===== src/rtl/bcd_pkg.sv =====
// Shared constants and FSM state type for the packed-BCD to binary converter.
package bcd_pkg;

  localparam int unsigned DIGIT_W   = 4;
  localparam int unsigned MAX_DIGIT = 9;

  typedef enum logic {
    IDLE = 1'b0,
    CONV = 1'b1
  } state_t;

endpackage


===== src/rtl/bcd_to_bin_mul10_add.sv =====
// One Horner step of the conversion: sum = acc*10 + digit, built from shifts and adds only.
module mul10_add
  import bcd_pkg::*;
#(
  parameter int unsigned W = 14
) (
  input  logic [W-1:0]       acc,
  input  logic [DIGIT_W-1:0] digit,
  output logic [W-1:0]       sum
);

  assign sum = (acc << 3) + (acc << 1) + W'(digit);

endmodule


===== src/rtl/bcd_to_bin.sv =====
// Sequential packed-BCD to binary converter, one digit per clock, MSD first.
// Optional invalid-digit detection is enabled by defining BCD_CHECK_EN.
module bcd_to_bin
  import bcd_pkg::*;
#(
  parameter int unsigned DIGITS = 4,
  parameter int unsigned BIN_W  = 14
) (
  input  logic                      clk,
  input  logic                      rst,
  input  logic                      en,
  input  logic [DIGIT_W*DIGITS-1:0] bcd_d_in,
  output logic [BIN_W-1:0]          bin_d_out,
  output logic                      rdy,
  output logic                      busy,
  output logic                      err
);

  localparam int unsigned IN_W  = DIGIT_W * DIGITS;
  localparam int unsigned CNT_W = $clog2(DIGITS + 1);
  localparam logic [CNT_W-1:0] LAST_CNT = CNT_W'(DIGITS - 1);

  state_t             state, state_nxt;
  logic [IN_W-1:0]    shreg, shreg_nxt;
  logic [BIN_W-1:0]   acc, acc_nxt;
  logic [CNT_W-1:0]   cnt, cnt_nxt;
  logic [BIN_W-1:0]   bin_nxt;
  logic               rdy_nxt;
  logic [DIGIT_W-1:0] digit;
  logic [BIN_W-1:0]   sum;
  logic               accept;
  logic               last;
  logic               final_bad;

  assign digit  = shreg[IN_W-1 -: DIGIT_W];
  assign accept = (state == IDLE) && en;
  assign last   = (state == CONV) && (cnt == LAST_CNT);
  assign busy   = (state == CONV);

  mul10_add #(.W(BIN_W)) u_mul10_add (
    .acc   (acc),
    .digit (digit),
    .sum   (sum)
  );

`ifdef BCD_CHECK_EN
  // Sticky flag collects bad digits as they stream past; the last digit is folded in combinationally.
  logic bad, bad_nxt;
  logic err_q, err_nxt;
  logic digit_bad;

  assign digit_bad = (digit > DIGIT_W'(MAX_DIGIT));
  assign final_bad = bad | digit_bad;
  assign err       = err_q;

  always_comb begin
    bad_nxt = bad;
    err_nxt = err_q;
    if (accept) begin
      bad_nxt = 1'b0;
    end else if (state == CONV) begin
      bad_nxt = final_bad;
      if (last) begin
        err_nxt = final_bad;
      end
    end
  end

  always_ff @(posedge clk or posedge rst) begin
    if (rst) begin
      bad   <= 1'b0;
      err_q <= 1'b0;
    end else begin
      bad   <= bad_nxt;
      err_q <= err_nxt;
    end
  end
`else
  assign final_bad = 1'b0;
  assign err       = 1'b0;
`endif

  always_comb begin
    state_nxt = state;
    shreg_nxt = shreg;
    acc_nxt   = acc;
    cnt_nxt   = cnt;
    bin_nxt   = bin_d_out;
    rdy_nxt   = 1'b0;
    unique case (state)
      IDLE: begin
        if (en) begin
          shreg_nxt = bcd_d_in;
          acc_nxt   = '0;
          cnt_nxt   = '0;
          state_nxt = CONV;
        end
      end
      CONV: begin
        acc_nxt   = sum;
        shreg_nxt = shreg << DIGIT_W;
        cnt_nxt   = cnt + CNT_W'(1);
        if (last) begin
          bin_nxt   = final_bad ? '0 : sum;
          rdy_nxt   = 1'b1;
          state_nxt = IDLE;
        end
      end
      default: state_nxt = IDLE;
    endcase
  end

  always_ff @(posedge clk or posedge rst) begin
    if (rst) begin
      state     <= IDLE;
      shreg     <= '0;
      acc       <= '0;
      cnt       <= '0;
      bin_d_out <= '0;
      rdy       <= 1'b0;
    end else begin
      state     <= state_nxt;
      shreg     <= shreg_nxt;
      acc       <= acc_nxt;
      cnt       <= cnt_nxt;
      bin_d_out <= bin_nxt;
      rdy       <= rdy_nxt;
    end
  end

endmodule


===== config.mk =====
export PLATFORM = sky130hd
export DESIGN_NAME = bcd_to_bin
export DESIGN_NICKNAME = d
export VERILOG_FILES = /design/src/rtl/bcd_pkg.sv /design/src/rtl/bcd_to_bin_mul10_add.sv /design/src/rtl/bcd_to_bin.sv
export SDC_FILE = /design/constraint.sdc
export NUM_CORES = 1
export LEC_CHECK = 0
export ABC_CLOCK_PERIOD_IN_PS = 3300
export BUFFER_PORTS_ARGS = -buffer_cell sky130_fd_sc_hd__buf_2
export CORE_UTILIZATION = 43
export CTS_CLUSTER_DIAMETER = 40
export DETAILED_ROUTE_END_ITERATION = 6
export GPL_TIMING_DRIVEN = 1
export MAX_ROUTING_LAYER = met4
export PLACE_DENSITY_LB_ADDON = 0.12
export SETUP_SLACK_MARGIN = 0.1
export SLEW_MARGIN = 20
export SYNTH_ARGS = -nofsm -noshare
export SYNTH_HDL_FRONTEND = slang
export SYNTH_SLANG_ARGS = --single-unit

===== constraint.sdc =====
create_clock -name clk -period 3.3 [get_ports clk]
set_input_delay 0.66 -clock clk [delete_from_list [all_inputs] [get_ports clk]]
set_output_delay 0.66 -clock clk [all_outputs]
set_load 0.01 [all_outputs]

==> results.toml, run 1 <==
[floorplan]
ios = 36
core_area_um2 = 6061
rows = 28
die_area_um2 = 6791
die_w_um = 82.41
initial_core_util = 0.4587
chipHeight_um = 82.41

[drt]
route.met3.wl_um = 147
firstDrtPassIters = 4
wl_met1_um = 2824
top_layer = "met4"
drtIter0Drc = 88
wl_per_cell_um = 14.79
drcViolationCount = 0
dr_wl_met2_um = 2807
viasPerCell = 5.439
final_antenna_net_count = 0
vias = 2154
drt-total-wl_um = 5856

[logic_synthesis]
synth_edf_count = 0
ys_seq_elements = 48
syn_inst = 290
syn_avg_cell_area_um2 = 9.587
synthTopCellsByArea = "dfrtp_1 43%, ha_1 11%, nand2_1 7.0%"
ys_warn_count = 0
syn_nets = 335
ys_types = 43
yosysSeqAreaShare = 0.4320
synth_top_area_frac = 0.4320
synthFlopType = "dfrtp_1"
ys_async_sr_fraction = 1.000
yosysTopAreaCell = "dfrtp_1"
syn_area_um2 = 2780

[critical_path]
crit_top_cell = "inv_1"
crit_fanout = 4
end_kind = "register"
rrSetupSlack_ns = 0.77
max_stage_delay_ns = 0.58
reg2reg_from = "shreg[15]"
start_kind = "register"
arrival_ns = 2.72
crit_chain = "inv_1, fa_1, inv_1, ha_1, a21o_1, nand4_1, a21oi_1, or3_1, a31o_1"
cp.required_ns = 3.49
crit_type = "reg -> reg"
critPathLaunch = "shreg[15]"
slowest_stage = "fa_1"

[finish]
antennaDiodeCount = 0
seq_area_um2 = 1201
syn2layout_area_growth_pct = 12.78
multi_input_comb_area_um2 = 1468
drive_above_1_share = 0.1589
fin_area_um2 = 3136
nFillCells = 574
instances_no_fill = 396
nets = 365

[clock_network]
htree_levels = 2
cts.sinks = 48
cts_root_buffer = "clkbuf_8"
clock_latency_ns = 0.29
cts_tree = "done"
clk_pin_slew_ns = 0.09
holdBufCountCts = 0
cts_resized = 0
cts.path.max_buffers = 2
cts_buffers = 5
post_cts_buffers = 0

[placement]
dp_hpwl_um = 4224
gp_congestion = 0.8506
port_buffers = 34
postPlaceCellArea_um2 = 3008
dp.cells = 388

[sta]
fmax_mhz = 395.3
rsz0062_at_grt = "no"
hold_viol = 0
drv_slew = 0
tightest_slew_ns = 0.8344
tns_ns = 0
worst_clock_skew_ns = 0.003711
finalCriticalPeriod_ns = 2.530
relSlewSlack = 0.4431
period_share = 0.7666
setup_viol = 0

[global_routing]
antenna_found_initial = 0
grt_pass1_wl_um = 10060
grt_pass1_vias = 2072
grt_max_degree = 49
grtUsageTotal = 0.2034
gr-total-overflow = 0

[pwr]
p_leak_nw = 1.602
power.density_nw_per_um2 = 1095
irDropWorstVdd_mv = 0.5338
totalPowerFinal_mw = 3.433

[status]
status = "completed"

[run]
cap_viol_max_count = 0

[worst_hold_path]
hp-start = "bin_d_out[5]"
hold_class = "reg -> reg"
==> registers in the layout, summed over array words and instances, names as in the netlist <==
register   count
bin_d_out     14
acc           13
rdy            1
shreg         16
busy           1
cnt            3
==> cell usage in the layout, fill, tap and decap left out, drive strengths merged, types with 7 or more instances in the layout <==
cell type | Yosys | layout
nor2 | 10 | 10
inv | 14 | 13
ha | 24 | 24
dfrtp | 48 | 48
o21ai | 26 | 26
a21o | 9 | 9
and3 | 9 | 9
nand2 | 52 | 52
buf | 6 | 37
clkbuf | 8 | 7
mux2i | 17 | 17
a21oi | 10 | 10
==> logic make-up (layout without fill, tap and decap cells) <==
kind of cell	count (synthesis)	count (layout)	share of synthesized area
and+or+nand+nor	96	96	0.1584
buffers and inverters	28	59	0.04006
DFF	48	48	0.4320
other	1	1	0.001349
xor gates and xnor gates	6	6	0.01890
adders and majority gates	26	26	0.1224
muxes	19	19	0.06931
AOI/OAI and AO/OA	66	66	0.1575
==> worst paths after layout <==
path                       cells after the start      endpoint
min in group asynchronous                      2           rdy
hold reg to reg                                2  bin_d_out[5]
setup / recovery                               9       acc[11]
setup reg to reg                               9       acc[11]
max in group asynchronous                      2  bin_d_out[6]
hold / removal                                 2  bin_d_out[5]
==> report_power, final <==
part | internal [mW] | switching [mW]
sequential | 0.847 | 0.163
combinational | 0.820 | 1.15
clock | 0.267 | 0.191
==> cell type report <==
type | count | area share
multi-input cells | 214 | 0.4681
flip-flops and latches | 48 | 0.3831
repair buffers | 37 | 0.06145
clock buffers | 7 | 0.03073
well taps | 75 | 0.02993
inverters | 14 | 0.01716
clock inverters | 1 | 0.009577
==> through the flow <==
step,util,hold slack (ns),worst slack [ns]
after global routing,0.5173,0.5121,0.5813
after global placement,0.4963,0.4560,0.8015
after detailed placement,0.4963,0.4649,0.7954
after floorplan,-,0.4492,0.9464
final,0.5173,0.4775,0.7702
after CTS,0.5171,0.4861,0.7629
==> synth_stat cells, types with 8 or more instances <==
cell,n
a21o_1,9
a21oi_1,9
and3_1,9
clkbuf_1,8
dfrtp_1,48
ha_1,24
inv_1,13
mux2i_1,17
nand2_1,52
nor2_1,10
o21ai_0,24
==> per-layer routing <==
metal | track usage | vias up
met5 | - | -
met4 | 0.05088 | 0
met1 | 0.2606 | 1030
met3 | 0.02967 | 7
li1 | - | 1086
met2 | 0.3380 | 31
==> worst max-delay path, delay by kind of cell, from the launching register on <==
kind | cells | cell delay (ns)
compound gates | 3 | 0.53
fa+ha+maj | 2 | 0.86
buf+inv | 2 | 0.12
flops | 1 | 0.35
simple gates | 2 | 0.56
Power figures use the tool's default switching activity.
==> run 2: changes to the inputs <==
Settings changed: ABC_AREA set to 1, ABC_CLOCK_PERIOD_IN_PS 3300 to 2220.
Clock period 3.3 ns to 2.22 ns, I/O delays scaled along.
==> run 2 against run 1 <==
Non-clock buffer count is 8 higher; count of clock-buffer cells in the layout is 1 lower; core utilization is 1.5 points higher; sequential cell count stayed put; clock power is 16% higher; worst hold slack worse by 0.25 ns; via count is 1.9% higher; power is 51% higher; critical path depth is 1 lower.
==> results.toml, run 2 <==
[critical_path]
path_buf_inv = 2
crit_top_cell = "nor2_4"
cp.required_ns = 2.40
start_kind = "register"
end_kind = "register"
crit_type = "reg -> reg"
arrival_ns = 2.24
slowest_stage = "fa_1"
critPathTopFamily = "adder cells"
rrSetupSlack_ns = 0.16
crit_fanout = 3
worstRegToRegCells = 8
max_stage_delay_ns = 0.53
timing.rr.end = "acc[6]"
reg2reg_from = "acc[0]"
crit_chain = "inv_2, fa_1, fa_2, nor2_4, nor2_4, buf_4, xor2_1, o21ai_0"

[floorplan]
initial_core_util = 0.4489
die_w_um = 80.86
core_area_um2 = 5956
rows = 28
ios = 36
die_area_um2 = 6538
chipHeight_um = 80.86

[run]
cap_viol_max_count = 0

[logic_synthesis]
syn_area_um2 = 2674
yosysTopAreaCell = "dfrtp_1"
synthTopCellsByArea = "dfrtp_1 45%, nand2_1 18%, ha_1 11%"
ys_warn_count = 0
syn_inst = 329
ys_types = 27
synth_edf_count = 0
yosysSeqAreaShare = 0.4492
ys_seq_elements = 48
syn_avg_cell_area_um2 = 8.127
yosysMostFrequentCell = "nand2_1"
syn_nets = 374
ys_async_sr_fraction = 1.000
synth_top_area_frac = 0.4492
synthFlopType = "dfrtp_1"
ys_top_cells_by_count = "125 x nand2_1, 48 x dfrtp_1, 35 x inv_1"

[placement]
port_buffers = 34
dp.cells = 436
postPlaceCellArea_um2 = 2943
dp_hpwl_um = 4373
gp_congestion = 0.8572

[clock_network]
htree_levels = 2
clk_pin_slew_ns = 0.09
cts.sinks = 48
clock_latency_ns = 0.30
cts.path.max_buffers = 2
holdBufCountCts = 0
cts_tree = "done"
cts_buffers = 5
cts_root_buffer = "clkbuf_8"

[drt]
viasPerCell = 4.891
firstDrtPassIters = 4
vias = 2196
drtIter0Drc = 84
drcViolationCount = 0
wl_per_cell_um = 12.96
drt-total-wl_um = 5817
final_antenna_net_count = 0

[finish]
largest_register_ffs = 16
fin_util = 0.5319
nFillCells = 592
layout_commonest_cell = "nand2_1"
top_regs = "shreg x16, bin_d_out x14, acc x13"
instances_no_fill = 449
syn2layout_area_growth_pct = 18.48
nets = 418
drive_above_1_share = 0.2246
layout_common_cells = "120 x nand2_1, 48 x dfrtp_1, 34 x buf_2"
regMostFlops = "shreg"
antennaDiodeCount = 0
fin_area_um2 = 3168

[global_routing]
antenna_found_initial = 0
gr-total-overflow = 0
grt_pass1_vias = 2148
grt_max_degree = 33
grt_pass1_wl_um = 9839
grtUsageTotal = 0.2043

[sta]
tightest_slew_ns = 0.6496
setup_viol = 0
finalCriticalPeriod_ns = 2.057
period_share = 0.9265
fmax_mhz = 486.2
rsz0062_at_grt = "yes"
worst_clock_skew_ns = 0.002137
relSlewSlack = 0.5663
drv_slew = 0
tns_ns = 0
hold_viol = 0

[status]
status = "completed"

[worst_hold_path]
hold_class = "in -> async"

[pwr]
power.density_nw_per_um2 = 1635
p_leak_nw = 1.694
irDropWorstVdd_mv = 0.6338
## run 2: how the worst max path moves through the flow
stage	startpoint	end	slack, ns	cells after the start
4_1_cts	acc[2]	bin_d_out[8]	0.09	10
5_1_grt	acc[0]	acc[9]	0.06	11
3_3_place_gp	acc[0]	bin_d_out[8]	0.09	9
2_1_floorplan	acc[0]	acc[10]	0.23	9
6_report	acc[0]	acc[6]	0.16	8
3_5_place_dp	acc[0]	bin_d_out[8]	0.05	9
## run 2: cell type report
class	instances	area (um^2)	area share
repair buffers	45	252.7	0.07978
inverters	39	146.4	0.04621
clock buffers	6	72.57	0.02291
well taps	75	93.84	0.02962
clock inverters	2	16.27	0.005134
multi-input cells	234	1385	0.4372
flip-flops and latches	48	1201	0.3791
## run 2: what timing repair did
item / 4_1_cts / 5_1_grt
endpoints found under the hold margin: 0 / 0
pin swaps: 4 / 13
buffers inserted: 2 / 3
setup endpoints to repair: 7 / 14
gates resized for setup: 5 / 20
## run 2: where the power goes
group	total [mW]	internal, mW	switching (mW)	leakage [nW]
Sequential	1.52	1.26	0.262	0.613
Combinational	3.13	1.26	1.87	1.04
Clock	0.529	0.225	0.305	0.0414
Total	5.18	2.74	2.44	1.69
## run 2: through the flow
| stage | setup slack [ns] | hold slack [ns] | total power [mW] |
|---|---|---|---|
| after detailed placement | 0.05177 | 0.4602 | 4.382 |
| after global routing | 0.05800 | 0.2706 | 5.742 |
| final | 0.1632 | 0.2234 | 5.180 |
| after global placement | 0.08811 | 0.4603 | 4.363 |
| after CTS | 0.09418 | 0.2476 | 4.980 |
| after floorplan | 0.2300 | 0.4531 | 3.634 |
## run 2: layer usage
layer	vias up	track usage	wire length, um
li1	1135	-	-
met1	1013	0.2550	2747
met2	37	0.3311	2799
met3	11	0.03820	163
met4	0	0.07143	106
met5	-	-	0
## run 2: worst register-to-register path, cell delays in order (launching register included)
cell and delay [ns]:
dfrtp_1 0.37, inv_2 0.05, fa_1 0.53, fa_2 0.40
nor2_4 0.13, nor2_4 0.05, buf_4 0.13, xor2_1 0.18
o21ai_0 0.10
## run 2: kinds of logic after synthesis
| family | Yosys count | share of synthesized area |
|---|---|---|
| xor gates and xnor gates | 5 | 0.01638 |
| AOI/OAI and AO/OA | 30 | 0.06785 |
| adders and majority gates | 26 | 0.1273 |
| DFF | 48 | 0.4492 |
| buffers and inverters | 47 | 0.06972 |
| other | 1 | 0.001402 |
| and+or+nand+nor | 172 | 0.2681 |
==> run 3: changes to the inputs <==
Settings changed: SYNTH_HIERARCHICAL set to 1.
==> run 3 against run 2 <==
Register-to-register slack hardly changed; sequential power hardly changed; non-clock buffer count is 5 lower; clock skew is 0.0077 ns higher; synthesized cell count is 6.7% higher; core utilization is 1.6 points lower; power is 8.1% higher; final cell count is 2.7% higher; worst hold slack worse by 0.063 ns; fmax is 0.45% lower; first-iteration DRC count is 25% higher; count of clock-buffer cells in the layout stayed put; critical endpoint is now bin_d_out[6]; largest cell class unchanged; largest power group unchanged; highest routed layer unchanged.
==> results.toml, run 3 <==
[global_routing]
grt_pass1_vias = 2219
grt_max_degree = 34
grt_pass1_wl_um = 10250
antenna_found_initial = 0
gr-total-overflow = 0
grtUsageTotal = 0.1905

[floorplan]
die_w_um = 82.88
core_area_um2 = 6314
rows = 29
chipHeight_um = 82.88
die_area_um2 = 6868
initial_core_util = 0.4455
ios = 36

[clock_network]
htree_levels = 2
clk_pin_slew_ns = 0.09
cts.sinks = 48
cts_tree = "done"
cts_buffers = 5
cts_root_buffer = "clkbuf_8"
cts.path.max_buffers = 2
clock_latency_ns = 0.30

[drt]
firstDrtPassIters = 4
final_antenna_net_count = 0
drt-total-wl_um = 5966
vias = 2261
drtIter0Drc = 105
viasPerCell = 4.905
drcViolationCount = 0
wl_per_cell_um = 12.94

[logic_synthesis]
syn_nets = 396
syn_area_um2 = 2813
syn_inst = 351
syn_avg_cell_area_um2 = 8.013
ys_warn_count = 6

[critical_path]
crit_top_cell = "inv_2"
crit_chain = "inv_2, fa_1, inv_2, fa_2, nand2_2, nand3_2, nand2_1, xnor2_1, inv_1, o21ai_1"
start_kind = "register"
max_stage_delay_ns = 0.54
crit_type = "reg -> reg"
end_kind = "register"
slowest_stage = "fa_1"
path_buf_inv = 3
cp.required_ns = 2.45
crit_fanout = 4
critPathTopFamily = "adder cells"
arrival_ns = 2.30

[finish]
instances_no_fill = 461
syn2layout_area_growth_pct = 15.79
layout_commonest_cell = "nand2_1"
top_regs = "shreg x16, bin_d_out x14, acc x13"
layout_common_cells = "114 x nand2_1, 48 x dfrtp_1, 40 x inv_1"
regMostFlops = "shreg"
nets = 428
fin_area_um2 = 3257
largest_register_ffs = 16
drive_above_1_share = 0.2135
antennaDiodeCount = 0

[pwr]
p_clk_frac = 0.113
p_comb_frac = 0.618
irDropWorstVdd_mv = 0.7261
p_leak_nw = 1.790
p_seq_frac = 0.270
switching_share = 0.4717
switchingPower_mw = 2.641
power.density_nw_per_um2 = 1720
intPower_mw = 2.959

[sta]
worst_clock_skew_ns = 0.009857
rsz0062_at_grt = "yes"
period_share = 0.9306
finalCriticalPeriod_ns = 2.066
relSlewSlack = 0.6334
tns_ns = 0
hold_viol = 0
fmax_mhz = 484.0
setup_viol = 0
drv_slew = 0
tightest_slew_ns = 0.5492
worst_slack_ns = 0.1540

[placement]
dp.cells = 452
dp_hpwl_um = 4226
postPlaceCellArea_um2 = 3020
port_buffers = 34
gp_congestion = 0.8940
dp_slack_ns = 0.03042

[status]
status = "completed"

[run]
cap_viol_max_count = 0

[worst_hold_path]
hold_class = "in -> async"
==> run 3: cell types whose count changed in the layout (fill, tap and decap cells not counted), moves of 3 or more <==
cell | before | now
nand3_2 | 1 | 6
a22o_1 | 5 | 0
nand2_1 | 120 | 114
buf_4 | 11 | 5
o21ai_1 | 2 | 14
o21ai_2 | 1 | 4
nand3_1 | 26 | 34
inv_1 | 29 | 40
o22ai_1 | 3 | 0
inv_2 | 9 | 6
==> run 3: cell type report <==
type	instances	area, um^2
Tap cell	77	96.34
Multi-Input combinational cell	242	1451
Clock buffer	6	72.57
Timing Repair Buffer	40	227.7
Fill cell	635	3057
Clock inverter	2	35.03
Inverter	46	172.7
Sequential cell	48	1201
==> run 3: power groups by stage <==
stage	Clock (mW)	Sequential, mW	Combinational, mW
global placement	0	1.52	3.03
detailed placement	0	1.53	3.07
global route	0.684	1.55	3.98
finish	0.631	1.51	3.46
floorplan	0	1.52	2.33
CTS	0.651	1.51	3.10
==> run 3: metrics by stage <==
step	power, mW	hold slack (ns)	utilization
6_report	5.600	0.1603	0.5159
2_1_floorplan	3.854	0.4417	-
3_5_place_dp	4.601	0.4647	0.4784
5_1_grt	6.216	0.2123	0.5159
3_3_place_gp	4.547	0.4576	0.4784
4_1_cts	5.267	0.1791	0.4958
==> run 3: final timing paths <==
path                             start      endpoint  slack (ns)  depth (start not counted)
min reg2reg                   shreg[0]      shreg[0]        0.48                          2
min                                rst      shreg[2]        0.16                          2
max in group asynchronous          rst        acc[4]        1.54                          3
max                          shreg[15]  bin_d_out[6]        0.15                         10
max reg2reg                  shreg[15]  bin_d_out[6]        0.15                         10
min in group clk           bcd_d_in[2]      shreg[2]        0.36                          3
==> run 3: what timing repair did <==
action	CTS	global route
endpoints found under the setup margin	6	17
pin swaps	0	13
buffers inserted	0	1
gates resized for setup	2	33
hold buffers	0	0
==> run 3: metal layers <==
| metal | global-route usage | vias to the layer above | part of all wire |
|---|---|---|---|
| met1 | 0.2329 | 1051 | 0.45 |
| met2 | 0.3241 | 34 | 0.51 |
| met4 | 0.05643 | 0 | 0.012 |
| li1 | - | 1168 | - |
| met3 | 0.03181 | 8 | 0.025 |
| met5 | - | - | 0 |
